`src/rtl/dma_pkg.sv`:
```
// Shared DMA definitions: AXI encodings, 4KB boundary constant and the read-master state type.
package dma_pkg;

    localparam logic [1:0]  AXI_BURST_INCR = 2'b01;
    localparam logic [2:0]  AXI_SIZE_4B    = 3'b010;
    localparam logic [1:0]  AXI_RESP_OKAY  = 2'b00;
    localparam logic [31:0] BOUNDARY_4KB   = 32'h0000_1000;

    typedef enum logic [2:0] {
        S_IDLE       = 3'd0,
        S_WAIT_SPACE = 3'd1,
        S_AR         = 3'd2,
        S_R          = 3'd3,
        S_DONE       = 3'd4
    } rd_state_e;

    function automatic logic [31:0] min_u32(input logic [31:0] a, input logic [31:0] b);
        return (a < b) ? a : b;
    endfunction

endpackage

```
`src/rtl/dma_burst_calc.sv`:
```
// Burst sizing shared by the DMA masters: largest word count that fits the remaining
// length, the per-burst cap and the distance to the next 4KB page.
module dma_burst_calc
    import dma_pkg::*;
#(
    parameter int C_BW_W = 5
) (
    input  logic [31:0]       i_addr,
    input  logic [31:0]       i_remaining,
    input  logic [31:0]       i_max_bytes,
    output logic [C_BW_W-1:0] o_burst_words
);

    logic [31:0] w_to_boundary;
    logic [31:0] w_bytes;

    // Clamp by remaining length, burst cap and bytes left in the current 4KB page
    always_comb begin
        w_to_boundary = BOUNDARY_4KB - (i_addr & (BOUNDARY_4KB - 32'd1));
        w_bytes       = min_u32(min_u32(i_remaining, i_max_bytes), w_to_boundary);
        o_burst_words = C_BW_W'(w_bytes >> 2);
    end

endmodule

```
`src/rtl/dma_read_master.sv`:
```
// AXI4 read master: fetches a byte range in INCR bursts and pushes each beat into the DMA FIFO.
// An AR is only issued once the FIFO can absorb the whole burst, so R never back-pressures.
module dma_read_master
    import dma_pkg::*;
#(
    parameter int C_M_AXI_ADDR_WIDTH = 32,
    parameter int C_M_AXI_DATA_WIDTH = 32,
    parameter int C_MAX_BURST_BYTES  = 64,
    parameter int C_FIFO_CNT_W       = 6
) (
    input  logic                          clk,
    input  logic                          reset_n,
    input  logic                          i_start,
    input  logic [31:0]                   i_src_addr,
    input  logic [31:0]                   i_total_len,
    output logic                          o_busy,
    output logic                          o_read_done,
    output logic                          o_read_err,
    input  logic [C_FIFO_CNT_W-1:0]       i_fifo_free,
    output logic                          o_fifo_wr_en,
    output logic [C_M_AXI_DATA_WIDTH-1:0] o_fifo_wdata,
    output logic [C_M_AXI_ADDR_WIDTH-1:0] m_axi_araddr,
    output logic [7:0]                    m_axi_arlen,
    output logic [2:0]                    m_axi_arsize,
    output logic [1:0]                    m_axi_arburst,
    output logic                          m_axi_arvalid,
    input  logic                          m_axi_arready,
    input  logic [C_M_AXI_DATA_WIDTH-1:0] m_axi_rdata,
    input  logic [1:0]                    m_axi_rresp,
    input  logic                          m_axi_rlast,
    input  logic                          m_axi_rvalid,
    output logic                          m_axi_rready
);

    localparam int C_BW_W = $clog2(C_MAX_BURST_BYTES / 4) + 1;

    rd_state_e                     r_state;
    rd_state_e                     w_state_nxt;
    logic [C_M_AXI_ADDR_WIDTH-1:0] r_addr;
    logic [31:0]                   r_remaining;
    logic [C_BW_W-1:0]             r_burst_words;
    logic [C_BW_W-1:0]             r_beat_cnt;
    logic [C_BW_W-1:0]             w_burst_words;
    logic [7:0]                    r_arlen;
    logic                          r_arvalid;
    logic                          r_rready;
    logic                          r_busy;
    logic                          r_read_done;
    logic                          r_read_err;
    logic                          w_ar_hs;
    logic                          w_r_hs;
    logic                          w_last_beat;
    logic                          w_space_ok;
    logic [31:0]                   w_burst_bytes;
    logic [31:0]                   w_remaining_nxt;

    dma_burst_calc #(
        .C_BW_W (C_BW_W)
    ) u_burst_calc (
        .i_addr        (32'(r_addr)),
        .i_remaining   (r_remaining),
        .i_max_bytes   (32'(C_MAX_BURST_BYTES)),
        .o_burst_words (w_burst_words)
    );

    assign w_ar_hs         = r_arvalid & m_axi_arready;
    assign w_r_hs          = r_rready & m_axi_rvalid;
    assign w_last_beat     = (r_beat_cnt == (r_burst_words - C_BW_W'(1)));
    assign w_burst_bytes   = 32'(r_burst_words) << 2;
    assign w_remaining_nxt = r_remaining - w_burst_bytes;
    assign w_space_ok      = (32'(i_fifo_free) >= 32'(w_burst_words));

    // Next-state logic; the R phase ends on the beat counter, never on rlast
    always_comb begin
        w_state_nxt = r_state;
        case (r_state)
            S_IDLE: begin
                if (i_start) begin
                    if ((i_total_len & 32'hFFFF_FFFC) == 32'd0) begin
                        w_state_nxt = S_DONE;
                    end else begin
                        w_state_nxt = S_WAIT_SPACE;
                    end
                end else begin
                    w_state_nxt = S_IDLE;
                end
            end
            S_WAIT_SPACE: begin
                if (w_space_ok) begin
                    w_state_nxt = S_AR;
                end else begin
                    w_state_nxt = S_WAIT_SPACE;
                end
            end
            S_AR: begin
                if (w_ar_hs) begin
                    w_state_nxt = S_R;
                end else begin
                    w_state_nxt = S_AR;
                end
            end
            S_R: begin
                if (w_r_hs && w_last_beat) begin
                    if (w_remaining_nxt == 32'd0) begin
                        w_state_nxt = S_DONE;
                    end else begin
                        w_state_nxt = S_WAIT_SPACE;
                    end
                end else begin
                    w_state_nxt = S_R;
                end
            end
            S_DONE:  w_state_nxt = S_IDLE;
            default: w_state_nxt = S_IDLE;
        endcase
    end

    // State register
    always_ff @(posedge clk or negedge reset_n) begin
        if (!reset_n) begin
            r_state <= S_IDLE;
        end else begin
            r_state <= w_state_nxt;
        end
    end

    // Registered handshake/status outputs decoded from the upcoming state
    always_ff @(posedge clk or negedge reset_n) begin
        if (!reset_n) begin
            r_arvalid   <= 1'b0;
            r_rready    <= 1'b0;
            r_busy      <= 1'b0;
            r_read_done <= 1'b0;
        end else begin
            r_arvalid   <= (w_state_nxt == S_AR);
            r_rready    <= (w_state_nxt == S_R);
            r_busy      <= (w_state_nxt == S_WAIT_SPACE) || (w_state_nxt == S_AR) || (w_state_nxt == S_R);
            r_read_done <= (w_state_nxt == S_DONE);
        end
    end

    // Transfer bookkeeping: address, remaining bytes, burst parameters, beat count, error flag
    always_ff @(posedge clk or negedge reset_n) begin
        if (!reset_n) begin
            r_addr        <= '0;
            r_remaining   <= 32'd0;
            r_burst_words <= '0;
            r_beat_cnt    <= '0;
            r_arlen       <= 8'd0;
            r_read_err    <= 1'b0;
        end else begin
            if ((r_state == S_IDLE) && i_start) begin
                r_addr      <= C_M_AXI_ADDR_WIDTH'(i_src_addr);
                r_remaining <= i_total_len & 32'hFFFF_FFFC;
                r_beat_cnt  <= '0;
                r_read_err  <= 1'b0;
            end
            if ((r_state == S_WAIT_SPACE) && w_space_ok) begin
                r_burst_words <= w_burst_words;
                r_arlen       <= 8'(w_burst_words - C_BW_W'(1));
            end
            if ((r_state == S_R) && w_r_hs) begin
                // Bad response or misplaced rlast is flagged but the data is still kept
                if ((m_axi_rresp != AXI_RESP_OKAY) || (m_axi_rlast != w_last_beat)) begin
                    r_read_err <= 1'b1;
                end
                if (w_last_beat) begin
                    r_beat_cnt  <= '0;
                    r_addr      <= r_addr + C_M_AXI_ADDR_WIDTH'(w_burst_bytes);
                    r_remaining <= w_remaining_nxt;
                end else begin
                    r_beat_cnt  <= r_beat_cnt + C_BW_W'(1);
                end
            end
        end
    end

    assign m_axi_araddr  = r_addr;
    assign m_axi_arlen   = r_arlen;
    assign m_axi_arsize  = AXI_SIZE_4B;
    assign m_axi_arburst = AXI_BURST_INCR;
    assign m_axi_arvalid = r_arvalid;
    assign m_axi_rready  = r_rready;
    assign o_fifo_wr_en  = w_r_hs;
    assign o_fifo_wdata  = m_axi_rdata;
    assign o_busy        = r_busy;
    assign o_read_done   = r_read_done;
    assign o_read_err    = r_read_err;

endmodule

```
`config.mk`:
```
export PLATFORM = sky130hd
export DESIGN_NAME = dma_read_master
export DESIGN_NICKNAME = d
export VERILOG_FILES = /design/src/rtl/dma_pkg.sv /design/src/rtl/dma_burst_calc.sv /design/src/rtl/dma_read_master.sv
export SDC_FILE = /design/constraint.sdc
export NUM_CORES = 1
export LEC_CHECK = 0
export ABC_AREA = 1
export CORE_AREA = 8 8 162 164
export CTS_CLUSTER_DIAMETER = 60
export DETAILED_ROUTE_END_ITERATION = 7
export DIE_AREA = 0 0 170 172
export SYNTH_ARGS = -nofsm -noshare
export SYNTH_HDL_FRONTEND = slang
export SYNTH_SLANG_ARGS = --single-unit
```
`constraint.sdc`:
```
create_clock -name clk -period 11.7 [get_ports clk]
set_input_delay 1.755 -clock clk [delete_from_list [all_inputs] [get_ports clk]]
set_output_delay 1.755 -clock clk [all_outputs]
set_load 0.1 [all_outputs]
```
== Word level (Yosys, flattened, before mapping) ==
Index checks and enable logic that the tools add are counted.

* Register bits after elaboration: 90
* Input port bits: 110
* Output and inout port bits: 83
* Logic and storage cells: 64

* Add/sub/neg operators: 6
* Magnitude comparators: 3
* Equal/unequal tests: 9
* Muxes and demuxes: 21
* Bitwise gates (word level): 2
* Reduce and logical (&&, ||, !) cells: 12

{| class="wikitable"
|+ Operators with widths
! kind !! count
|-
| $mux W32 || 7
|-
| $logic_not A32 Y1 || 2
|-
| $add A32 B7 Y32 || 1
|-
| $lt A32 B32 Y1 || 1
|-
| $lt A32 B7 Y1 const B || 1
|-
| $sub A32 B7 Y32 || 1
|-
| $mux W5 || 3
|-
| $sub A13 B12 Y14 const A || 1
|-
| $eq A3 B2 Y1 const B || 4
|-
| $mux W3 || 4
|-
| $pmux W3 S4 || 1
|-
| $mux W7 || 1
|-
| $eq A3 B1 Y1 const B || 2
|-
| $ge A6 B5 Y1 || 1
|-
| $sub A5 B1 Y6 const B || 1
|-
| $add A5 B1 Y5 const B || 1
|-
| $eq A5 B5 Y1 || 1
|-
| $sub A5 B1 Y5 const B || 1
|-
| $logic_and A1 B1 Y1 || 4
|-
| $mux W1 || 4
|-
| $reduce_bool A2 Y1 || 2
|-
| $eq A3 B3 Y1 const B || 1
|-
| $logic_not A3 Y1 || 1
|-
| $logic_or A1 B1 Y1 || 3
|-
| 3 further kinds || 4
|}

== Depth between registers and ports, before layout ==
Gate-level depths: netlist of run 1.

* Word-level depth: 10
* Gate-level depth with buffers: 28
* Mapped depth without buffers: 28

== Modules after synthesis ==
From an unflattened synthesis of run 1, not the netlist that was laid out.

* Cells, all modules: 1228
* Area, all modules: 8295.5 sq um

{| class="wikitable"
|+ Modules (own cells, without submodules)
! module !! instances !! cells each !! area an instance (sq um) !! seq. area each (sq um)
|-
| dma_read_master || 1 || 957 || 6591.3 || 2202.1
|-
| dma_burst_calc || 1 || 271 || 1704.1 || 0.0
|}

== Worst setup path before layout of run 1 ==
No wires, ideal clock.

* Kind: flip-flop to flip-flop
* From: reg r_addr[2], in the netlist m_axi_araddr[2]
* To: reg r_burst_words[2]
* Library setup time: 0.135 ns
* Data arrival time: 4.428 ns
* Setup slack: 7.137 ns
* Stages on the path, launching flop included: 24
* Path buffers: 1
* Clock period less this slack: 4.563 ns
* Path through: dfrtp_1 nor3_1 nand3_1 nor3_1 nand3_1 nor3_1 xor2_1 ha_1 nand2_1 nor3b_1 nand2_4 nand2_8 nand2_1 nand2_2 inv_1 ha_1 o21a_1 o21a_1 o21a_1 o21ai_0 nand2_1 nand2_1 clkbuf_1 o21ai_0

* Cells in the longest elaborated chain, start to end: 5

{| class="wikitable"
|+ RTL lines
! item !! RTL line !! source
|-
| start, declared || dma_read_master.sv:39 || <nowiki>logic [C_M_AXI_ADDR_WIDTH-1:0] r_addr;</nowiki>
|-
| start signal, assigned || dma_read_master.sv:153 || <nowiki>r_addr <= C_M_AXI_ADDR_WIDTH'(i_src_addr);</nowiki>
|-
| start signal, assigned || dma_read_master.sv:169 || <nowiki>r_addr <= r_addr + C_M_AXI_ADDR_WIDTH'(w_burst_bytes);</nowiki>
|-
| $sub A13 B12 Y14 * || dma_burst_calc.sv:19 || <nowiki>w_to_boundary = BOUNDARY_4KB - (i_addr & (BOUNDARY_4KB - 32'd1));</nowiki>
|-
| $lt A32 B32 Y1 || dma_pkg.sv:18 || <nowiki>return (a < b) ? a : b;</nowiki>
|-
| $mux W7 * || dma_pkg.sv:18 ||
|-
| named net u_burst_calc.o_burst_words[0] || dma_burst_calc.sv:11 || <nowiki>output logic [C_BW_W-1:0] o_burst_words</nowiki>
|-
| $ge A6 B5 Y1 * || dma_read_master.sv:71 || <nowiki>assign w_space_ok = (32'(i_fifo_free) >= 32'(w_burst_words));</nowiki>
|-
| $logic_and A1 B1 Y1 * || dma_read_master.sv:158 || <nowiki>if ((r_state == S_WAIT_SPACE) && w_space_ok) begin</nowiki>
|-
| end signal, assigned || dma_read_master.sv:159 || <nowiki>r_burst_words <= w_burst_words;</nowiki>
|-
| end, declared || dma_read_master.sv:41 || <nowiki>logic [C_BW_W-1:0] r_burst_words;</nowiki>
|}

Mark *: on every way through the listed nets, which the timed path passes. The rest lies on a longest branch.
A chain may end at the register's enable or synchronous reset.

== Worst setup path after layout of run 1 ==
* From: in m_axi_rvalid
* To: out o_fifo_wr_en

* Cells in the longest elaborated chain, start to end: 1

{| class="wikitable"
|+ RTL lines
! item !! RTL line !! source
|-
| start, declared || dma_read_master.sv:31 || <nowiki>input logic m_axi_rvalid,</nowiki>
|-
| $and A1 B1 Y1 || dma_read_master.sv:67 || <nowiki>assign w_r_hs = r_rready & m_axi_rvalid;</nowiki>
|-
| end, declared || dma_read_master.sv:20 || <nowiki>output logic o_fifo_wr_en,</nowiki>
|}

No other way between the ends.

==> results.ini, run 1 <==
[pwr]
p_sw_frac=0.569
p_leak_nw=3.91
ir_drop_mv=0.199
pwr-share-clk=0.114
p_switching_mw=1.49
p_int_mw=1.13
combPwrFrac=0.655
p_total_mw=2.61
power_density_nw_per_um2=305
pwr-share-seq=0.231

[clocking]
ctsResizeCount=0
numCtsBuffers=9
clk_latency_ns=0.34
clockRootBuffer=clkbuf_16
cts_tree=done
cts_buffer_depth=2
cts_sinks=88
clk_pin_slew_worst_paths_ns=0.07
cts-htree-levels=3
cts_hold_buf=0
post_cts_buffers=0

[finish]
antenna_cells=0
drive_above_1_share=0.0771
syn_to_final_growth_pct=22.2
n_fill_cell=2598
nNetsFinal=1203

[drt]
drc=0
drtIter0Drc=294
viasPerCell=4.58
vias=6360
wl_per_cell_um=14.3
drt-total-wl_um=19900
drtAntennaViolNets=0
firstDrtPassIters=5

[floorplan]
die_y_um=172
rows=57
core_um2=23800
io_pins=193
initial_utilization=0.294
dieArea_um2=29200
die_w_um=170

[sta]
grt_setup_unrepaired=false
period_needed_ns=5.28
max_slew_margin=0.313
finalHoldViolCount=0
fin_tns_setup_ns=0
finalSetupViolCount=0
slew_viol_final=0
period_share=0.451
fin_skew_ns=0.00686
max_slew.worst_pin.slew_ns=1.03
fmax_mhz=190

[worst_hold_path]
hold_class=reg -> reg

[setup_path]
cp_max_fo=4
arrival_ns=3.52
start_kind=input port
crit_required_ns=9.95
end_kind=output pin
critPathKind=in -> out

[run]
maxCapViolations=0

[global_route]
grt_max_degree=91
antenna_found_initial=5
grt_pass1_wl_um=32600
grt-ovfl-total=0
grt_pass1_vias=6439
grt_usage=0.139

[logic_synthesis]
synthesis.area_um2=7010
ys_ff_latch=88
netlist_instances=983
yosysWarnings=0
synth-seq-area-share=0.314
yosysUniqueCellTypes=47
avgSynthCellArea_um2=7.13

[placed_design]
hpwl_um=15400
port_buffers=121
gp_congestion=0.914

[outcome]
outcome=finished clean

## sequential cells by signal (all words and copies together) (netlist names)
register / cells
r_burst_words: 5
r_remaining: 32
r_beat_cnt: 5
m_axi_arvalid: 1
o_read_err: 1
m_axi_araddr: 32
o_read_done: 1
r_state: 3
m_axi_rready: 1
o_busy: 1
m_axi_arlen: 6
## cells in the final DEF, fill, tap and decap left out, types with 2 or more instances in the layout
cell type,Yosys,final
nand2_1,271,271
clkdlybuf4s50_1,0,120
nor2_1,95,95
inv_1,91,91
dfrtp_1,88,88
xor2_1,46,46
o21ai_0,41,41
a31oi_1,31,31
ha_1,31,31
nand3_1,29,29
nor3_1,20,20
nand4_1,19,19
xnor2_1,19,19
a21oi_1,16,16
o21ai_1,16,16
nor4_1,15,15
nor2_2,14,14
nand2_2,12,12
conb_1,2,11
clkbuf_16,0,9
nor2_4,7,7
inv_2,6,6
buf_4,40,6
nand2_4,5,5
nand3b_1,5,5
nand3_2,5,5
o21a_1,5,5
or2_2,3,3
clkinvlp_4,0,3
clkinv_1,2,2
nor3_2,2,2
o31ai_1,2,2
fa_1,2,2
## critical path, cell delays in order
cell and delay [ns]:
clkdlybuf4s50_1 0.45, nand2_1 0.11, inv_1 0.07, clkdlybuf4s50_1 1.13
## logic make-up after synthesis
family,after synthesis,share of synthesized area
AO/OA/AOI/OAI,119,0.0982
flip-flops,88,0.314
buffers and inverters,168,0.114
XOR/XNOR,65,0.0812
AND/OR/NAND/NOR,508,0.330
other,2,0.00107
adder cells (fa/ha/maj),33,0.0611
## power groups by stage
stage               Combinational [mW]  Clock, mW  Sequential (mW)
floorplan                        0.929          0             1.04
global placement                  1.70          0            0.608
detailed placement                1.72          0            0.606
CTS                               1.72      0.308            0.605
global route                      1.89      0.319            0.627
finish                            1.71      0.297            0.605
## cell type report
class | count | area, um2 | area share
clock buffers | 10 | 239 | 0.0279
clock inverters | 5 | 57.6 | 0.00672
inverters | 99 | 372 | 0.0434
multi-input cells | 736 | 4040 | 0.472
flip-flops and latches | 88 | 2200 | 0.257
well taps | 324 | 405 | 0.0473
repair buffers | 126 | 1250 | 0.145
## synth_stat cells, drive strengths merged
cell	count	area, um2
clkbuf	17	65.1
inv	97	364
conb	2	7.51
o21ai	58	294
a31o	1	8.76
nand3b	5	37.5
a32o	1	10.0
ha	31	388
nor4	15	93.8
a21boi	1	18.8
xnor2	19	166
nor3b	1	7.51
or2	4	25.0
o22ai	1	6.26
a21oi	17	88.8
a31oi	31	194
o31ai	2	15.0
nor2	116	523
dfrtp	88	2200
or4	1	7.51
nand2	289	1170
xor2	46	403
o21a	5	37.5
buf	52	360
nor3	22	120
fa	2	40.0
nand3	34	195
nand4	20	131
and3	1	6.26
a211oi	1	7.51
a21o	1	7.51
clkinv	2	7.51
## path summary, 6_finish.rpt
check                                 from  slack, ns  cells past startpoint               end
max in group asynchronous          reset_n       9.26                      2   m_axi_araddr[9]
max                           m_axi_rvalid       6.42                      4      o_fifo_wr_en
max reg2reg                m_axi_araddr[2]       6.48                     24  r_burst_words[0]
min in group asynchronous          reset_n       1.37                      1   r_remaining[13]
min reg2reg                     o_read_err       0.49                      2        o_read_err
min                             o_read_err       0.49                      2        o_read_err
## stage by stage
step | utilization | cell area [um2] | hold WS [ns] | instances | setup WS (ns)
after detailed placement | 0.347 | 8270 | 0.470 | 1373 | 6.40
after floorplan | - | 7040 | 0.487 | 992 | 7.14
final | 0.360 | 8570 | 0.486 | 1388 | 6.42
after CTS | 0.360 | 8570 | 0.489 | 1388 | 6.38
after global routing | 0.360 | 8570 | 0.528 | 1388 | 5.88
after global placement | 0.347 | 8270 | 0.467 | 1373 | 6.43
## routing by layer
metal	wire (um)	GRT usage	share of wire
met3	1630	0.0477	0.082
met1	9000	0.172	0.45
met5	69	0	0.0035
met4	371	0.0408	0.019
met2	8850	0.225	0.44
Power figures use the tool's default switching activity.
==> run 2, diff against run 1 <==
- clock period: 11.7 -> 4.8 ns (I/O delays scaled with it)
==> run 2 against run 1 <==
  * Core utilization up 0.13 points
  * Critical path depth up 20
  * Clock skew up 0.0029 ns
  * Final cell count up 0.36%
  * Hold slack worse by 0.021 ns
  * Combinational power up 150%
  * Via count up 0.97%
  * Sequential power up 140%
  * Global-route usage up 0.37 points
  * Non-clock buffer count up 3
  * Sequential share of layout area down 0.090 points
  * Flip-flop and latch count unchanged
  * Largest cell class unchanged
  * Largest power group unchanged
==> results.ini, run 2 (synthesized netlist as in run 1, its figures left out) <==
[outcome]
outcome=finished clean

[drt]
drtIter0Drc=294  ; unchanged
firstDrtPassIters=5  ; unchanged
drt-total-wl_um=20400  ; +2.3%
drtAntennaViolNets=0  ; unchanged
vias=6422  ; +0.97%
wl_per_cell_um=14.6  ; +2.0%
viasPerCell=4.61  ; +0.61%
drc=0  ; unchanged

[pwr]
p_int_mw=2.69  ; +140%
pwr-share-clk=0.105  ; -0.009
p_leak_nw=3.93  ; +0.49%
combPwrFrac=0.663  ; +0.008
p_switching_mw=3.66  ; +150%
power_density_nw_per_um2=739  ; +140%
p_sw_frac=0.576  ; +0.00706
ir_drop_mv=0.417  ; +110%
pwr-share-seq=0.232  ; about the same

[sta]
grt_setup_unrepaired=false
fin_ws_ns=0.518  ; -5.91 ns
finalSetupViolCount=0  ; unchanged
period_share=0.892
max_slew.worst_pin.slew_ns=1.05  ; +0.0252 ns
fin_hold_ws_ns=0.465  ; -0.0212 ns
slew_viol_final=0  ; unchanged
fin_tns_setup_ns=0  ; unchanged
max_slew_margin=0.298  ; -0.0157
period_needed_ns=4.28
fin_skew_ns=0.00974  ; +0.00288 ns
fmax_mhz=234
finalHoldViolCount=0  ; unchanged

[setup_path]
cp_max_fo=9  ; +5
end_kind=register
critPathKind=reg -> reg
arrival_ns=4.51  ; +0.99 ns
start_kind=register
crit_required_ns=5.03  ; -4.92 ns
r2r_slack_ns=0.52  ; -5.96 ns

[global_route]
grt_max_degree=63  ; -31%
grt_usage=0.142  ; +0.00368
grt-ovfl-total=0  ; unchanged
grt_pass1_wl_um=33100  ; +1.6%
antenna_found_initial=4  ; -1
grt_pass1_vias=6573  ; +2.1%

[placed_design]
pre_cts_slack_ns=0.151  ; -6.25 ns
hpwl_um=15900  ; +3.1%
port_buffers=121  ; unchanged
placed_area_um2=8300  ; +0.42%
gp_congestion=0.926  ; +1.3%

[clocking]
numCtsBuffers=9  ; unchanged
cts-htree-levels=3  ; unchanged
clk_latency_ns=0.35  ; about the same
cts_hold_buf=0  ; unchanged
clk_pin_slew_worst_paths_ns=0.07  ; about the same
cts_tree=done
cts_sinks=88  ; unchanged
clockRootBuffer=clkbuf_16
cts_buffer_depth=2  ; unchanged

[floorplan]
die_w_um=170  ; unchanged
die_y_um=172  ; unchanged
rows=57  ; unchanged
initial_utilization=0.294  ; unchanged
core_um2=23800  ; unchanged
io_pins=193  ; unchanged
dieArea_um2=29200  ; unchanged

[finish]
fin_util=0.361  ; +0.00126
syn_to_final_growth_pct=22.7
final_area_um2=8600  ; +0.35%
nNetsFinal=1206  ; +0.25%
drive_above_1_share=0.0843  ; +0.00720
layout_commonest_cell=nand2_1
final_cell_mix=271 x nand2_1, 120 x clkdlybuf4s50_1, 95 x nor2_1

[worst_hold_path]
hold_class=in -> async

[run]
maxCapViolations=0  ; unchanged

-- run 2: changes by cell type in the layout (fill, tap and decap cells not counted), moves of 2 or more --
cell	change
nor3_2	+3
nor3_1	-3
clkinv_2	+3
buf_4	+2
-- run 2: critical path: stages, from the launching register on --
cell,delay (ns)
dfrtp_1,0.41
nor3_2,0.24
nand3_1,0.17
nor3_2,0.20
nand3_1,0.14
nor3_1,0.20
xor2_1,0.18
ha_1,0.16
nand2_1,0.07
nor3b_2,0.28
nand2_4,0.13
nand2_8,0.10
nand2_1,0.06
nand2_2,0.09
inv_1,0.07
ha_1,0.27
o21a_1,0.18
o21a_1,0.17
o21a_1,0.16
o21ai_0,0.19
nand2_1,0.07
nand2_1,0.20
clkinvlp_4,0.22
nand2_1,0.12
o21ai_0,0.09
-- run 2: path summary, 6_finish.rpt --
| check | from | endpoint | cells after the start |
|---|---|---|---|
| worst max register to register | m_axi_araddr[1] | r_burst_words[0] | 24 |
| max in group asynchronous | reset_n | m_axi_araddr[15] | 2 |
| worst max-delay path | m_axi_araddr[1] | r_burst_words[0] | 24 |
| min in group clk | o_read_err | o_read_err | 2 |
| worst min-delay path | reset_n | r_remaining[16] | 1 |
| worst min register to register | o_read_err | o_read_err | 2 |
-- run 2: timing repair --
item,CTS,global route
setup endpoints to repair,0,13
gates resized for setup,0,5
buffers inserted,0,0
hold endpoints to repair,0,0
-- run 2: metal layers --
layer | routed length, um | share of wire | vias up | global-route usage
met5 | 54 | 0.0026 | - | 0
met2 | 9110 | 0.45 | 166 | 0.231
li1 | - | - | 3292 | -
met1 | 9260 | 0.45 | 2918 | 0.176
met3 | 1490 | 0.073 | 38 | 0.0438
met4 | 471 | 0.023 | 8 | 0.0526
-- run 2: layout make-up --
class / instances / area [um2]
well taps: 324 / 405
multi-input cells: 736 / 4060
clock inverters: 6 / 36.3
clock buffers: 10 / 229
diodes: 1 / 2.50
repair buffers: 129 / 1280
inverters: 99 / 375
flip-flops and latches: 88 / 2200
fillers: 2589 / 15200
-- run 2: power groups by stage --
stage	clock [mW]	combinational (mW)	sequential, mW
CTS	0.682	4.23	1.47
global placement	0	4.16	1.48
global route	0.715	4.64	1.54
finish	0.664	4.21	1.48
floorplan	0	2.27	2.55
detailed placement	0	4.22	1.48
-- run 2: metrics by stage --
stage | cells | power, mW
5_1_grt | 1392 | 6.89
6_report | 1393 | 6.35
4_1_cts | 1392 | 6.39
3_5_place_dp | 1376 | 5.69
3_3_place_gp | 1376 | 5.64
2_1_floorplan | 992 | 4.81
==> run 3, diff against run 2 <==
- CORE_AREA: 8 8 162 164 -> 8 8 180 148
- DIE_AREA: 0 0 170 172 -> 0 0 188 156
==> run 3 against run 2 <==
  * Non-clock buffer count increased by 1
  * Clock power increased by 22%
  * Wire length about the same
==> results.ini, run 3 (synthesized netlist as in run 1, its figures left out) <==
[outcome]
outcome=finished clean

[sta]
slew_viol_final=0  ; unchanged
max_slew.worst_pin.slew_ns=1.03  ; -0.0204 ns
fin_tns_setup_ns=0  ; unchanged
finalSetupViolCount=0  ; unchanged
fin_skew_ns=0.00783  ; -0.00191 ns
period_share=0.896  ; +0.00364
fmax_mhz=233  ; -0.41%
max_slew_margin=0.310  ; +0.0125
fin_ws_ns=0.501  ; -0.0175 ns
period_needed_ns=4.30  ; +0.0175 ns
grt_setup_unrepaired=false
finalHoldViolCount=0  ; unchanged

[floorplan]
core_um2=23800  ; about the same
rows=51  ; -11%
die_w_um=188  ; +11%
die_y_um=156  ; -9.3%
io_pins=193  ; unchanged
initial_utilization=0.294  ; about the same
dieArea_um2=29300  ; +0.30%

[run]
maxCapViolations=0  ; unchanged

[clocking]
post_cts_buffers=0  ; unchanged
numCtsBuffers=9  ; unchanged
cts_sinks=88  ; unchanged
clk_pin_slew_worst_paths_ns=0.07  ; about the same
cts-htree-levels=3  ; unchanged
cts_tree=done
cts_buffer_depth=2  ; unchanged
clockRootBuffer=clkbuf_16
clk_latency_ns=0.35  ; about the same

[placed_design]
placed_area_um2=8300  ; unchanged
port_buffers=121  ; unchanged
gp_congestion=0.905  ; -2.3%
hpwl_um=15700  ; -1.1%
pre_cts_slack_ns=0.200  ; +0.0493 ns

[pwr]
p_leak_nw=3.96  ; +0.92%
power_density_nw_per_um2=751  ; +1.6%
ir_drop_mv=0.543  ; +30%

[drt]
viasPerCell=4.63  ; +0.46%
drt-total-wl_um=20400  ; about the same
drc=0  ; unchanged
dr_wl_met3_um=1630  ; +9.0%
vias=6433  ; +0.17%
firstDrtPassIters=5  ; unchanged
drtAntennaViolNets=0  ; unchanged
drtIter0Drc=418  ; +42%
wl_met1_um=10400  ; +12%
top_layer_used=met5
wl_per_cell_um=14.7  ; +0.31%
wl_met2_um=8180  ; -10%

[finish]
syn_to_final_growth_pct=23.8
n_fill_cell=2479  ; -4.2%
final_cell_mix=271 x nand2_1, 120 x clkdlybuf4s50_1, 95 x nor2_1
layout_commonest_cell=nand2_1
nNetsFinal=1207  ; +0.083%
final_area_um2=8670  ; +0.90%
drive_above_1_share=0.0861  ; +0.00179
fin_util=0.364  ; +0.00354

[global_route]
antenna_found_initial=4  ; unchanged
grt_usage=0.139  ; -0.00301
grt-ovfl-total=0  ; unchanged
grt_pass1_wl_um=33300  ; +0.69%
grt_pass1_vias=6379  ; -3.0%
grt_max_degree=53  ; -16%

[setup_path]
crit_required_ns=5.02  ; about the same
start_kind=register
end_kind=register
critPathKind=reg -> reg
arrival_ns=4.52  ; about the same
cp_max_fo=9  ; unchanged

[worst_hold_path]
hold_class=in -> async

run 3: cell types whose count changed in the layout (fill, tap and decap cells not counted):
| cell | before | now |
|---|---|---|
| diode_2 | 1 | 2 |
| clkbuf_8 | 0 | 2 |
| clkbuf_1 | 1 | 0 |
| clkinv_2 | 4 | 0 |
| inv_8 | 0 | 1 |
| bufinv_16 | 0 | 2 |
| buf_4 | 8 | 9 |
run 3: layer usage:
layer | track usage | vias to the layer above
li1 | - | 3291
met1 | 0.201 | 2923
met2 | 0.197 | 196
met3 | 0.0483 | 17
met4 | 0.0228 | 6
met5 | 0 | -
run 3: layout make-up:
cell class,count,area [um2],share of cell area
Multi-Input combinational cell,736,4060,0.469
Clock buffer,11,253,0.0291
Tap cell,318,398,0.0459
Clock inverter,5,87.6,0.0101
Timing Repair Buffer,130,1290,0.149
Sequential cell,88,2200,0.254
Inverter,99,375,0.0433
Antenna cell,2,5.00,0.000577
run 3: where the power goes:
part | leakage [nW] | internal (mW) | switching (mW)
registers | 1.10 | 1.06 | 0.423
logic | 2.70 | 1.29 | 2.93
clock network | 0.164 | 0.490 | 0.322
total | 3.96 | 2.84 | 3.67
run 3: critical path, cell delays in order, from the launching register on:
cell,delay [ns]
dfrtp_1,0.45
nor2_1,0.21
nand2_1,0.11
nor2_1,0.19
nand3_1,0.15
inv_1,0.09
nand2_1,0.08
inv_1,0.07
ha_1,0.23
a21oi_1,0.16
nor2_1,0.05
a211oi_1,0.22
nand2_2,0.10
nand2_4,0.12
nand3b_1,0.10
nand2_2,0.12
inv_1,0.06
ha_1,0.27
o21a_1,0.18
o21a_1,0.16
o21a_1,0.16
o21ai_0,0.23
nand2_1,0.08
nand2_1,0.17
clkinvlp_4,0.21
nand2_1,0.13
o21ai_0,0.08
run 3: path summary, 6_finish.rpt:
| path | depth (start not counted) | startpoint | end | slack, ns |
|---|---|---|---|---|
| max | 26 | r_remaining[23] | r_burst_words[0] | 0.50 |
| min | 1 | reset_n | m_axi_araddr[11] | 0.41 |
| max reg2reg | 26 | r_remaining[23] | r_burst_words[0] | 0.50 |
| min reg2reg | 2 | m_axi_arlen[3] | m_axi_arlen[3] | 0.49 |
| max in group asynchronous | 2 | reset_n | r_remaining[1] | 3.42 |
| min in group clk | 2 | m_axi_arlen[3] | m_axi_arlen[3] | 0.49 |
run 3: repair_timing:
item	in CTS	in global routing
hold buffers	0	0
hold endpoints to repair	0	0
resized for setup	0	5
endpoints found under the setup margin	0	14
run 3: stage by stage:
stage / std cells / hold WS, ns / power, mW
finish: 1389 / 0.411 / 6.51
global route: 1388 / 0.475 / 7.03
CTS: 1387 / 0.444 / 6.54
detailed placement: 1371 / 0.471 / 5.69
global placement: 1371 / 0.468 / 5.65
floorplan: 992 / 0.424 / 4.81
